--- src/rtl/tracklet_seq_pkg.sv ---
// Shared state encoding and default parameters for the tracklet processing sequencer.
package tracklet_seq_pkg;

  localparam int DEF_N_CH    = 4;
  localparam int DEF_CNT_W   = 8;
  localparam int DEF_BX_W    = 3;
  localparam int DEF_RST_CYC = 3;
  localparam int DEF_PRE_CYC = 2;
  localparam int DEF_STAGGER = 1;

  typedef enum logic [1:0] {
    S_IDLE = 2'd0,
    S_RST  = 2'd1,
    S_WAIT = 2'd2,
    S_RUN  = 2'd3
  } seq_state_t;

endpackage

--- src/rtl/tracklet_proc_sequencer.sv ---
// Sequences a downstream processing chain: reset pulse, settle gap, then per-period
// staggered channel enables with a bunch-crossing index, ending on stop or a period limit.
module tracklet_proc_sequencer
  import tracklet_seq_pkg::*;
#(
  parameter int N_CH    = DEF_N_CH,
  parameter int CNT_W   = DEF_CNT_W,
  parameter int BX_W    = DEF_BX_W,
  parameter int RST_CYC = DEF_RST_CYC,
  parameter int PRE_CYC = DEF_PRE_CYC,
  parameter int STAGGER = DEF_STAGGER
) (
  input  logic             clk,
  input  logic             reset,
  input  logic             start,
  input  logic             stop,
  input  logic [CNT_W-1:0] period,
  input  logic [BX_W-1:0]  num_bx,
  input  logic [N_CH-1:0]  ch_mask,
  output logic             proc_rst,
  output logic [N_CH-1:0]  en_proc,
  output logic [BX_W-1:0]  bx_cnt,
  output logic             busy,
  output logic             done
);

  localparam int CYC_MAX = (RST_CYC > PRE_CYC) ? RST_CYC : PRE_CYC;
  localparam int CYC_W   = (CYC_MAX < 1) ? 1 : $clog2(CYC_MAX + 1);

  seq_state_t       state, state_nxt;
  logic [CYC_W-1:0] cyc, cyc_nxt;
  logic [CNT_W-1:0] phase, phase_nxt;
  logic [CNT_W-1:0] p_last, p_last_nxt;
  logic [BX_W-1:0]  bx, bx_nxt;
  logic [BX_W-1:0]  nbx, nbx_nxt;
  logic [N_CH-1:0]  mask, mask_nxt;
  logic             pend, pend_nxt;
  logic             done_nxt;
  logic             last_bx;
  logic [N_CH-1:0]  fire;

  assign last_bx = (nbx != '0) && (bx == nbx - 1'b1);

  always_comb begin
    state_nxt  = state;
    cyc_nxt    = cyc;
    phase_nxt  = phase;
    p_last_nxt = p_last;
    bx_nxt     = bx;
    nbx_nxt    = nbx;
    mask_nxt   = mask;
    pend_nxt   = pend;
    done_nxt   = 1'b0;
    case (state)
      S_IDLE: begin
        if (start) begin
          state_nxt  = S_RST;
          cyc_nxt    = CYC_W'(RST_CYC - 1);
          // A period below 2 cannot hold distinct first and last phases.
          p_last_nxt = (period < CNT_W'(2)) ? CNT_W'(1) : period - 1'b1;
          nbx_nxt    = num_bx;
          mask_nxt   = ch_mask;
          phase_nxt  = '0;
          bx_nxt     = '0;
          pend_nxt   = 1'b0;
        end
      end
      S_RST: begin
        if (cyc == '0) begin
          if (PRE_CYC > 0) begin
            state_nxt = S_WAIT;
            cyc_nxt   = CYC_W'(PRE_CYC - 1);
          end else begin
            state_nxt = S_RUN;
          end
        end else begin
          cyc_nxt = cyc - 1'b1;
        end
      end
      S_WAIT: begin
        if (cyc == '0) state_nxt = S_RUN;
        else           cyc_nxt   = cyc - 1'b1;
      end
      S_RUN: begin
        if (stop) pend_nxt = 1'b1;
        if (phase == p_last) begin
          phase_nxt = '0;
          // A stop arriving on the last phase ends the run in the same cycle.
          if (stop || pend || last_bx) begin
            state_nxt = S_IDLE;
            done_nxt  = 1'b1;
            pend_nxt  = 1'b0;
          end else begin
            bx_nxt = bx + 1'b1;
          end
        end else begin
          phase_nxt = phase + 1'b1;
        end
      end
      default: state_nxt = S_IDLE;
    endcase
  end

  // Channel offsets at or beyond the period never match a phase below the period.
  for (genvar k = 0; k < N_CH; k++) begin : g_ch
    localparam int OFF = k * STAGGER;
    assign fire[k] = (state == S_RUN) && mask[k] && (32'(phase) == 32'(OFF));
  end

  always_ff @(posedge clk or negedge reset) begin
    if (!reset) begin
      state    <= S_IDLE;
      cyc      <= '0;
      phase    <= '0;
      p_last   <= '0;
      bx       <= '0;
      nbx      <= '0;
      mask     <= '0;
      pend     <= 1'b0;
      proc_rst <= 1'b0;
      en_proc  <= '0;
      bx_cnt   <= '0;
      busy     <= 1'b0;
      done     <= 1'b0;
    end else begin
      state    <= state_nxt;
      cyc      <= cyc_nxt;
      phase    <= phase_nxt;
      p_last   <= p_last_nxt;
      bx       <= bx_nxt;
      nbx      <= nbx_nxt;
      mask     <= mask_nxt;
      pend     <= pend_nxt;
      proc_rst <= (state == S_RST);
      en_proc  <= fire;
      bx_cnt   <= bx;
      busy     <= (state != S_IDLE);
      done     <= done_nxt;
    end
  end

endmodule
--- config.mk ---
export PLATFORM = sky130hd
export DESIGN_NAME = tracklet_proc_sequencer
export DESIGN_NICKNAME = d
export VERILOG_FILES = /design/src/rtl/tracklet_seq_pkg.sv /design/src/rtl/tracklet_proc_sequencer.sv
export SDC_FILE = /design/constraint.sdc
export NUM_CORES = 1
export LEC_CHECK = 0
export CAP_MARGIN = 20
export CELL_PAD_IN_SITES_DETAIL_PLACEMENT = 0
export CELL_PAD_IN_SITES_GLOBAL_PLACEMENT = 1
export CORE_MARGIN = 5
export CORE_UTILIZATION = 38
export DETAILED_ROUTE_END_ITERATION = 6
export PLACE_DENSITY_LB_ADDON = 0.25
export RECOVER_POWER = 25
export SYNTH_ARGS = -nofsm -noshare
export SYNTH_HDL_FRONTEND = slang
export SYNTH_SLANG_ARGS = --single-unit
--- constraint.sdc ---
create_clock -name clk -period 1.94 [get_ports clk]
set_input_delay 0.291 -clock clk [delete_from_list [all_inputs] [get_ports clk]]
set_output_delay 0.291 -clock clk [all_outputs]
set_load 0.1 [all_outputs]
## Word level (Yosys, flattened, before mapping)

Index checks and enable logic that the tools add are counted.
W data, S select, Z words.

- Output and inout port bits: 10
- Logic and storage cells: 83
- Input port bits: 19
- Register bits after elaboration: 41

- Reduce and logical (&&, ||, !) cells: 23
- Mux-type cells: 26
- Add/sub/neg operators: 5
- Equality and inequality tests: 15
- Order comparisons: 1

Operators by type and width:

| kind | count |
|---|---|
| $mux W8 | 3 |
| $eq A8 B2 Y1 const B | 2 |
| $mux W2 | 8 |
| $pmux W8 S2 | 1 |
| $ne A2 B2 Y1 const B | 7 |
| $logic_and A1 B1 Y1 | 9 |
| $mux W3 | 3 |
| $add A8 B1 Y8 const B | 1 |
| $eq A8 B1 Y1 const B | 1 |
| $eq A8 B8 Y1 | 1 |
| $logic_not A8 Y1 | 1 |
| $lt A8 B2 Y1 const B | 1 |
| $pmux W2 S4 | 1 |
| $sub A8 B1 Y8 const B | 1 |
| $mux W1 | 7 |
| $pmux W2 S3 | 1 |
| $pmux W3 S2 | 1 |
| $reduce_bool A3 Y1 | 2 |
| $reduce_and A5 Y1 | 1 |
| $eq A2 B2 Y1 const B | 2 |
| $logic_not A2 Y1 | 2 |
| $reduce_and A2 Y1 | 2 |
| $reduce_and A4 Y1 | 1 |
| $reduce_bool A2 Y1 | 2 |
| 8 further kinds | 9 |

## Longest topological paths before layout

Gate-level depths: netlist (run 1).

- Depth after elaboration: 7
- Mapped depth: 9

## Least setup slack after synthesis (run 1)

No wires, ideal clock.

- Path kind: reg-to-reg
- From: register nbx[0]
- To: register state[1]
- Data required time: 1.815 ns
- Path slack: -0.005 ns
- Library setup time: 0.125 ns
- Cell stages (with the launch flop): 8
- Arrival: 1.820 ns
- Clock period less this slack: 1.945 ns
- Buffers on the path: 0
- Path through: dfrtp_1 > inv_1 > ha_1 > ha_1 > xnor2_1 > o41ai_2 > o2111ai_1 > mux2_2

- Longest elaborated chain between the ends: 6
- Elaborated cells on any way between the ends: 7

RTL lines:

| item | RTL line | text |
|---|---|---|
| start: declaration | tracklet_proc_sequencer.sv:35 | `logic [BX_W-1:0] nbx, nbx_nxt;` |
| start signal: assignment | tracklet_proc_sequencer.sv:131 | `nbx <= nbx_nxt;` |
| $sub A3 B1 Y3 | tracklet_proc_sequencer.sv:42 | `assign last_bx = (nbx != '0) && (bx == nbx - 1'b1);` |
| $eq A3 B3 Y1 | tracklet_proc_sequencer.sv:42 |  |
| $logic_and A1 B1 Y1 (*) | tracklet_proc_sequencer.sv:42 |  |
| $logic_or A1 B1 Y1 (*) | tracklet_proc_sequencer.sv:89 | `if (stop \|\| pend \|\| last_bx) begin` |
| $ne A2 B2 Y1 (no line) (*) | n/a |  |
| $reduce_and A5 Y1 (no line) (*) | n/a |  |
| end signal: assignment | tracklet_proc_sequencer.sv:126 | `state <= state_nxt;` |
| end: declaration | tracklet_proc_sequencer.sv:30 | `seq_state_t state, state_nxt;` |

Mark *: on every way between the ends. The rest lies on a longest branch, timed or not.
A chain may end at the register's enable or synchronous reset.

## Final worst setup path (run 1)

- From: register nbx[1]
- To: register state[1]

The elaborated chain is that of the path after synthesis.

==> impl_metrics.prom, run 1 <==
# TYPE chip_impl_metric gauge
chip_impl_metric{name="p_leak",unit="uW"} 0.001277
chip_impl_metric{name="grt_usage",unit="%"} 12.88
chip_impl_metric{name="wl_per_cell",unit="um"} 12.71
chip_impl_metric{name="dp_slack",unit="ns"} -0.1133
chip_impl_metric{name="design.core.area",unit="um^2"} 5473
chip_impl_metric{name="final_max_slew_viols",unit=""} 0
chip_impl_metric{name="post_synth.cell_area_avg",unit="um^2"} 10.31
chip_impl_metric{name="cts.sinks",unit=""} 41
chip_impl_metric{name="route.met2.wl",unit="um"} 1981
chip_impl_metric{name="dr.pass1.iters",unit=""} 4
chip_impl_metric{name="min_period",unit="ns"} 2.001
chip_impl_metric{name="num_vias",unit=""} 1614
chip_impl_info{name="r2r_end",value="state[1]"} 1
chip_impl_info{name="min_path_type",value="register to register"} 1
chip_impl_metric{name="p_clk_share",unit="%"} 41.0
chip_impl_info{name="most_frequent_cell_after_synthesis",value="sky130_fd_sc_hd__dfrtp_1"} 1
chip_impl_metric{name="wl_met1",unit="um"} 1952
chip_impl_info{name="critical_path_startpoint",value="nbx[1]"} 1
chip_impl_metric{name="maxCapViolations",unit=""} 0
chip_impl_metric{name="hold_slack",unit="ns"} 0.4879
chip_impl_metric{name="layout_nets",unit=""} 293
chip_impl_metric{name="number_of_flops_mapped_to_enable_cells_by_yosys",unit=""} 0
chip_impl_metric{name="worst-endpoint-required",unit="ns"} 2.12
chip_impl_metric{name="tns",unit="ns"} -0.06564
chip_impl_info{name="cts.root.buffer_cell",value="sky130_fd_sc_hd__clkbuf_8"} 1
chip_impl_metric{name="drt-total-wl",unit="um"} 4221
chip_impl_info{name="status",value="finished with violations"} 1
chip_impl_metric{name="layout-drive-gt1-share",unit="%"} 24.62
chip_impl_metric{name="globalRoute.totalOverflow",unit=""} 0
chip_impl_metric{name="dieArea",unit="um^2"} 7212
chip_impl_metric{name="power_density_over_cell_area",unit="nW/um^2"} 570.8
chip_impl_metric{name="cts-buffers-inserted",unit=""} 5
chip_impl_metric{name="comb_pwr_share",unit="%"} 5.5
chip_impl_metric{name="post-synth-top-area-fraction",unit="%"} 48.09
chip_impl_metric{name="synthArstFlopShare",unit="%"} 100.0
chip_impl_info{name="cp_cell_sequence",value="inv_1 > ha_2 > ha_4 > xnor2_2 > o41ai_2 > buf_4 > o2111ai_4 > mux2_4"} 1
chip_impl_metric{name="routed_met3_length",unit="um"} 233
chip_impl_metric{name="clock_latency",unit="ns"} 0.29
chip_impl_metric{name="clock_tree.buffer_depth",unit=""} 2
chip_impl_metric{name="clock_tree.htree_level_count",unit=""} 2
chip_impl_metric{name="std_cell_rows",unit=""} 27
chip_impl_metric{name="place_congestion",unit=""} 0.7585
chip_impl_metric{name="global_route_wire_length_before_repair",unit="um"} 7417
chip_impl_metric{name="net_sw_power",unit="uW"} 318.0
chip_impl_info{name="top_cells_by_area_synth",value="sky130_fd_sc_hd__dfrtp_1, sky130_fd_sc_hd__ha_1, sky130_fd_sc_hd__xnor2_1"} 1
chip_impl_metric{name="detailed_route_vias_per_instance",unit=""} 4.861
chip_impl_metric{name="clk_pin_slew_worst_paths",unit="ns"} 0.07
chip_impl_metric{name="finalSetupViolations",unit=""} 2
chip_impl_info{name="worst_hold_startpoint",value="bx[1]"} 1
chip_impl_info{name="critPathCaptureType",value="register"} 1
chip_impl_metric{name="final-hold-violation-count",unit=""} 0
chip_impl_metric{name="critPathMaxStageDelay",unit="ns"} 0.38
chip_impl_metric{name="worstRegToRegCells",unit=""} 8
chip_impl_info{name="timing_worst_setup_path_type",value="register to register"} 1
chip_impl_metric{name="skew",unit="ns"} 0.005662
chip_impl_metric{name="ys_types",unit=""} 41
chip_impl_metric{name="layout_worst_path_cycle_share",unit="%"} 103.1
chip_impl_metric{name="worstPathArrival",unit="ns"} 2.18
chip_impl_metric{name="port-buffer-count",unit=""} 28
chip_impl_metric{name="achievable-frequency",unit="MHz"} 499.9
chip_impl_metric{name="place.detailed.hpwl",unit="um"} 3298
chip_impl_metric{name="grt_start_max_net_pins",unit=""} 19
chip_impl_metric{name="power.internal",unit="uW"} 1278
chip_impl_metric{name="yosysWarnings",unit=""} 0
chip_impl_metric{name="timing.reg2reg.setup_slack",unit="ns"} -0.06
chip_impl_metric{name="ioPinCount",unit=""} 29
chip_impl_metric{name="power.share.sequential",unit="%"} 53.5
chip_impl_metric{name="antenna_violations_before_repair",unit=""} 0
chip_impl_metric{name="ys_seq_elements",unit=""} 41
chip_impl_metric{name="post-route-util",unit="%"} 51.10
chip_impl_info{name="cp_slowest_cell",value="sky130_fd_sc_hd__dfrtp_1"} 1
chip_impl_metric{name="area.growth.synth_to_final",unit="%"} 31.08
chip_impl_info{name="yosys.area.top_type",value="sky130_fd_sc_hd__dfrtp_1"} 1
chip_impl_metric{name="max-slew-margin-rel",unit="%"} 37.15
chip_impl_metric{name="mappedNetlistNets",unit=""} 240
chip_impl_metric{name="post_syn_instances",unit=""} 207
chip_impl_metric{name="drcViolationCount",unit=""} 0
chip_impl_metric{name="die_height",unit="um"} 84.93
chip_impl_metric{name="drt_iter0_drc",unit=""} 74
chip_impl_metric{name="worst_ir_drop_vdd",unit="V"} 0.0002819
chip_impl_metric{name="grt_pass1_vias",unit=""} 1610
chip_impl_info{name="postSynth.topFlopCell",value="sky130_fd_sc_hd__dfrtp_1"} 1
chip_impl_metric{name="antenna-diode-count",unit=""} 0
chip_impl_metric{name="swShare",unit="%"} 19.92
chip_impl_metric{name="worst_slack_setup_final",unit="ns"} -0.06058
chip_impl_info{name="tritoncts",value="yes"} 1
chip_impl_info{name="critPathCapture",value="state[1]"} 1
chip_impl_info{name="grt_setup_unrepaired",value="yes"} 1
chip_impl_info{name="netlist_top_cells_count",value="sky130_fd_sc_hd__dfrtp_1, sky130_fd_sc_hd__nand2_1, sky130_fd_sc_hd__inv_1, sky130_fd_sc_hd__xnor2_1"} 1
chip_impl_info{name="violations",value="negative setup slack"} 1
chip_impl_metric{name="floorplan.die.width",unit="um"} 84.93
chip_impl_info{name="reg2reg_from",value="nbx[1]"} 1
chip_impl_metric{name="synth_area",unit="um^2"} 2133
chip_impl_metric{name="tightestPinTransition",unit="ns"} 0.9428
chip_impl_metric{name="floorplan.initialDensity",unit="%"} 38.98
chip_impl_metric{name="route.antenna.remaining_nets",unit=""} 0
chip_impl_metric{name="timing.critical_path.fanout_max",unit=""} 3
chip_impl_metric{name="yosysSeqAreaShare",unit="%"} 48.09
chip_impl_info{name="worst_setup_path_start_kind",value="register"} 1
chip_impl_info{name="route.top_layer_used",value="met4"} 1
## critical path, delay by kind of cell, from the launching register on
family	cells	cell delay, ns
muxes	1	0.32
xor gates and xnor gates	1	0.13
DFF	1	0.38
AOI/OAI and AO/OA	2	0.43
adders and majority gates	2	0.38
buffers and inverters	2	0.25
## flip-flops by register name, indices dropped and copies added, names as in the netlist
register	flops
nbx	3
busy	1
proc_rst	1
state	2
p_last	8
done	1
mask	4
cyc	2
bx_cnt	3
phase	8
en_proc	4
bx	3
pend	1
## cells by family after synthesis
family | Yosys count | share of synthesized area (%)
AO/OA/AOI/OAI | 41 | 11.97
XOR/XNOR | 16 | 6.569
adder cells (fa/ha/maj) | 14 | 8.211
buffers and inverters | 22 | 4.164
flip-flops | 41 | 48.09
multiplexers | 11 | 5.631
AND/OR/NAND/NOR | 62 | 15.37
## metal layers
metal / track usage, % / vias to the layer above
li1: - / 824
met1: 15.69 / 747
met2: 21.28 / 38
met3: 4.175 / 5
met4: 4.748 / 0
met5: 0 / -
## how the worst min path moves through the flow
stage                     end  slack (ns)  cells after the start
CTS                 p_last[7]        0.46                      2
global placement    p_last[7]        0.24                      1
floorplan                busy      -0.005                      0
finish              bx_cnt[1]        0.49                      0
detailed placement  p_last[7]        0.24                      1
global route           nbx[2]        0.52                      1
## cells in the final DEF (no fill, tap or decap), types with 2 or more instances in the layout
cell,instances
sky130_fd_sc_hd__mux2i_1,3
sky130_fd_sc_hd__inv_1,14
sky130_fd_sc_hd__or4_4,2
sky130_fd_sc_hd__or3_1,2
sky130_fd_sc_hd__ha_1,12
sky130_fd_sc_hd__a21oi_1,11
sky130_fd_sc_hd__dfrtp_1,41
sky130_fd_sc_hd__and3_1,5
sky130_fd_sc_hd__mux2_2,7
sky130_fd_sc_hd__nor4b_1,4
sky130_fd_sc_hd__a21o_1,4
sky130_fd_sc_hd__nand2_1,23
sky130_fd_sc_hd__nor2_1,9
sky130_fd_sc_hd__o21ai_0,14
sky130_fd_sc_hd__buf_4,34
sky130_fd_sc_hd__nand3_1,2
sky130_fd_sc_hd__xnor2_1,14
sky130_fd_sc_hd__o211ai_1,2
sky130_fd_sc_hd__clkbuf_8,5
sky130_fd_sc_hd__nand4_1,3
sky130_fd_sc_hd__clkdlybuf4s50_1,17
sky130_fd_sc_hd__nor3_1,3
## metrics by stage
step / total power (uW) / cells / area, um^2
after floorplan: 885.4 / 207 / 2148
after global placement: 959.5 / 324 / 2636
after detailed placement: 959.8 / 324 / 2636
after CTS: 1614 / 332 / 2784
after global routing: 1652 / 332 / 2796
final: 1596 / 332 / 2796
## power by group through the flow
stage / Combinational, uW / Clock (uW) / Sequential [uW]
2_1_floorplan: 14.3 / 0 / 871
3_3_place_gp: 88.8 / 0 / 871
3_5_place_dp: 89.0 / 0 / 871
4_1_cts: 90.9 / 669 / 854
5_1_grt: 98.4 / 700 / 854
6_report: 87.6 / 655 / 854
## what timing repair did
action / in CTS / in global routing
endpoints found under the setup margin: 5 / 14
hold buffers: 1 / 0
buffers inserted: 1 / 0
gates resized for setup: 5 / 4
endpoints found under the hold margin: 16 / 0
pin swaps: 4 / 0
## layout make-up
type                            instances  area, um^2
Clock buffer                            5       68.82
Clock inverter                          2       35.03
Fill cell                             541        2676
Inverter                               15       56.30
Multi-Input combinational cell        144        1081
Sequential cell                        41        1026
Tap cell                               72       90.09
Timing Repair Buffer                   53       439.2
Power figures use the tool's default switching activity.
==> run 2: changes to the inputs <==
--- a/config.mk
+++ b/config.mk
@@ -11,8 +11,10 @@
 export CORE_MARGIN = 5
 export CORE_UTILIZATION = 38
 export DETAILED_ROUTE_END_ITERATION = 6
+export GPL_TIMING_DRIVEN = 1
 export PLACE_DENSITY_LB_ADDON = 0.25
 export RECOVER_POWER = 25
+export SKIP_CTS_REPAIR_TIMING = 1
 export SYNTH_ARGS = -nofsm -noshare
 export SYNTH_HDL_FRONTEND = slang
 export SYNTH_SLANG_ARGS = --single-unit
==> run 2 against run 1 <==
The run still ends with negative setup slack left. Clock power about the same. Die area unchanged. Global-route usage down 0.12 points. Combinational power down 0.7%. Hold slack better by 0.0019 ns. Clock-buffer cell count unchanged. Largest cell class unchanged.
==> impl_metrics.prom, run 2 (same netlist as run 1, synthesis figures left out) <==
# TYPE chip_impl_metric gauge
chip_impl_info{name="status",value="finished with violations"} 1
chip_impl_info{name="violations",value="negative setup slack"} 1
chip_impl_metric{name="port-buffer-count",unit=""} 28
chip_impl_metric{name="global_route_wire_length_before_repair",unit="um"} 7334
chip_impl_info{name="min_path_type",value="register to register"} 1
chip_impl_info{name="timing_worst_setup_path_type",value="register to register"} 1
chip_impl_metric{name="tightestPinTransition",unit="ns"} 0.9546
chip_impl_metric{name="grt_start_max_net_pins",unit=""} 19
chip_impl_metric{name="globalRoute.totalOverflow",unit=""} 0
chip_impl_metric{name="min_period",unit="ns"} 1.945
chip_impl_metric{name="worst_slack_setup_final",unit="ns"} -0.005186
chip_impl_metric{name="p_leak",unit="uW"} 0.001269
chip_impl_metric{name="clock_tree.htree_level_count",unit=""} 2
chip_impl_metric{name="layout_nets",unit=""} 292
chip_impl_metric{name="final_max_slew_viols",unit=""} 0
chip_impl_metric{name="std_cell_rows",unit=""} 27
chip_impl_metric{name="area.growth.synth_to_final",unit="%"} 30.73
chip_impl_metric{name="clk_pin_slew_worst_paths",unit="ns"} 0.07
chip_impl_metric{name="ioPinCount",unit=""} 29
chip_impl_metric{name="cts-buffers-inserted",unit=""} 5
chip_impl_metric{name="worstPathArrival",unit="ns"} 2.13
chip_impl_metric{name="dr.pass1.iters",unit=""} 4
chip_impl_metric{name="max-slew-margin-rel",unit="%"} 36.36
chip_impl_metric{name="layout_worst_path_cycle_share",unit="%"} 100.3
chip_impl_metric{name="floorplan.die.width",unit="um"} 84.93
chip_impl_metric{name="filler_cells_inserted",unit=""} 535
chip_impl_metric{name="worst-endpoint-required",unit="ns"} 2.12
chip_impl_metric{name="timing.critical_path.fanout_max",unit=""} 3
chip_impl_metric{name="cts.sinks",unit=""} 41
chip_impl_metric{name="grt_usage",unit="%"} 12.75
chip_impl_info{name="cp_slowest_cell",value="sky130_fd_sc_hd__o41ai_4"} 1
chip_impl_metric{name="hold_slack",unit="ns"} 0.4897
chip_impl_metric{name="cp.buffers_inverters",unit=""} 1
chip_impl_info{name="cp_cell_sequence",value="inv_2 > ha_4 > ha_4 > xnor2_2 > o41ai_4 > o2111ai_2 > mux2_2"} 1
chip_impl_info{name="largest_registers",value="p_last x8, phase x8"} 1
chip_impl_metric{name="power_density_over_cell_area",unit="nW/um^2"} 572.0
chip_impl_metric{name="antenna_violations_before_repair",unit=""} 0
chip_impl_metric{name="die_height",unit="um"} 84.93
chip_impl_info{name="grt_setup_unrepaired",value="yes"} 1
chip_impl_info{name="crit_path_frequent_cell",value="sky130_fd_sc_hd__ha_4"} 1
chip_impl_info{name="worst_setup_path_start_kind",value="register"} 1
chip_impl_metric{name="drt-total-wl",unit="um"} 4216
chip_impl_info{name="timing.critical_path.max_delay_family",value="compound AO/OA/AOI/OAI gates"} 1
chip_impl_info{name="critPathCaptureType",value="register"} 1
chip_impl_metric{name="design.core.area",unit="um^2"} 5473
chip_impl_metric{name="grt_pass1_vias",unit=""} 1591
chip_impl_metric{name="route.antenna.remaining_nets",unit=""} 0
chip_impl_metric{name="floorplan.initialDensity",unit="%"} 38.98
chip_impl_info{name="tritoncts",value="yes"} 1
chip_impl_metric{name="post-route-cell-area",unit="um^2"} 2789
chip_impl_info{name="most_used_cells_in_the_layout_excluding_fill_and_tap_cells",value="sky130_fd_sc_hd__dfrtp_1, sky130_fd_sc_hd__buf_4, sky130_fd_sc_hd__nand2_1, sky130_fd_sc_hd__clkdlybuf4s50_1"} 1
chip_impl_metric{name="detailed_route_vias_per_instance",unit=""} 4.855
chip_impl_info{name="cts.root.buffer_cell",value="sky130_fd_sc_hd__clkbuf_8"} 1
chip_impl_metric{name="layout-drive-gt1-share",unit="%"} 24.32
chip_impl_metric{name="place_congestion",unit=""} 0.7585
chip_impl_metric{name="skew",unit="ns"} 0.005800
chip_impl_metric{name="dieArea",unit="um^2"} 7212
chip_impl_metric{name="place_area",unit="um^2"} 2636
chip_impl_info{name="layout_commonest_cell",value="sky130_fd_sc_hd__dfrtp_1"} 1
chip_impl_metric{name="critPathMaxStageDelay",unit="ns"} 0.41
chip_impl_metric{name="achievable-frequency",unit="MHz"} 514.1
chip_impl_metric{name="drt_iter0_drc",unit=""} 86
chip_impl_metric{name="num_vias",unit=""} 1607
chip_impl_metric{name="clock_latency",unit="ns"} 0.29
chip_impl_metric{name="antenna-diode-count",unit=""} 0
chip_impl_metric{name="finalSetupViolations",unit=""} 1
chip_impl_metric{name="place.detailed.hpwl",unit="um"} 3298
chip_impl_metric{name="drcViolationCount",unit=""} 0
chip_impl_metric{name="worst_ir_drop_vdd",unit="V"} 0.0002832
chip_impl_metric{name="clock_tree.buffer_depth",unit=""} 2
chip_impl_metric{name="final-hold-violation-count",unit=""} 0
chip_impl_metric{name="maxCapViolations",unit=""} 0
chip_impl_metric{name="wl_per_cell",unit="um"} 12.74
run 2: changes by cell type in the layout (fill, tap and decap cells not counted), sizes merged:
cell,previous run,this run
buf,34,32
clkbuf,6,7
run 2: stage by stage:
| stage | power (uW) | setup WS, ns | TNS [ns] | std cells | util, % |
|---|---|---|---|---|---|
| 2_1_floorplan | 885.4 | -0.001422 | -0.001422 | 207 | - |
| 3_3_place_gp | 959.5 | -0.09239 | -0.7998 | 324 | 48.17 |
| 3_5_place_dp | 959.8 | -0.1133 | -1.008 | 324 | 48.17 |
| 4_1_cts | 1613 | -0.1216 | -0.3983 | 331 | 50.07 |
| 5_1_grt | 1651 | -0.08893 | -0.2350 | 331 | 50.96 |
| 6_report | 1595 | -0.005186 | -0.005186 | 331 | 50.96 |
run 2: worst reg2reg max path: stages, from the launching register on:
cell and delay (ns):
sky130_fd_sc_hd__dfrtp_1 0.37, sky130_fd_sc_hd__inv_2 0.05, sky130_fd_sc_hd__ha_4 0.16, sky130_fd_sc_hd__ha_4 0.24, sky130_fd_sc_hd__xnor2_2 0.14, sky130_fd_sc_hd__o41ai_4 0.41, sky130_fd_sc_hd__o2111ai_2 0.17, sky130_fd_sc_hd__mux2_2 0.30
run 2: final timing paths:
path	from	to	slack, ns	cells after the start
max in group asynchronous	reset	phase[2]	0.46	3
max reg2reg	nbx[0]	state[1]	-0.005	7
min	bx[1]	bx_cnt[1]	0.49	0
max	nbx[0]	state[1]	-0.005	7
min in group asynchronous	reset	phase[3]	0.66	2
min reg2reg	bx[1]	bx_cnt[1]	0.49	0
run 2: final cells by class:
| class | instances | area (um^2) | area share (%) |
|---|---|---|---|
| multi-input combinational | 144 | 1084 | 38.85 |
| sequential | 41 | 1026 | 36.79 |
| timing repair buffer | 52 | 429.2 | 15.39 |
| tap | 72 | 90.09 | 3.230 |
| clock buffer | 5 | 68.82 | 2.467 |
| inverter | 15 | 56.30 | 2.019 |
| clock inverter | 2 | 35.03 | 1.256 |
run 2: report_power, final:
| part | total [uW] | switching, uW | internal [uW] |
|---|---|---|---|
| Clock | 654 | 280 | 374 |
| Combinational | 87.0 | 37.2 | 49.8 |
| Sequential | 854 | 0.000000000000167 | 854 |
| Total | 1600 | 318 | 1280 |
run 2: layer usage:
metal  global-route usage, %  share of wire (%)  up-vias
li1                        -                  -      823
met1                   15.50                 46      747
met2                   21.07                 47       32
met3                   4.175                5.1        5
met4                   4.748                1.3        0
met5                       0                  0        -
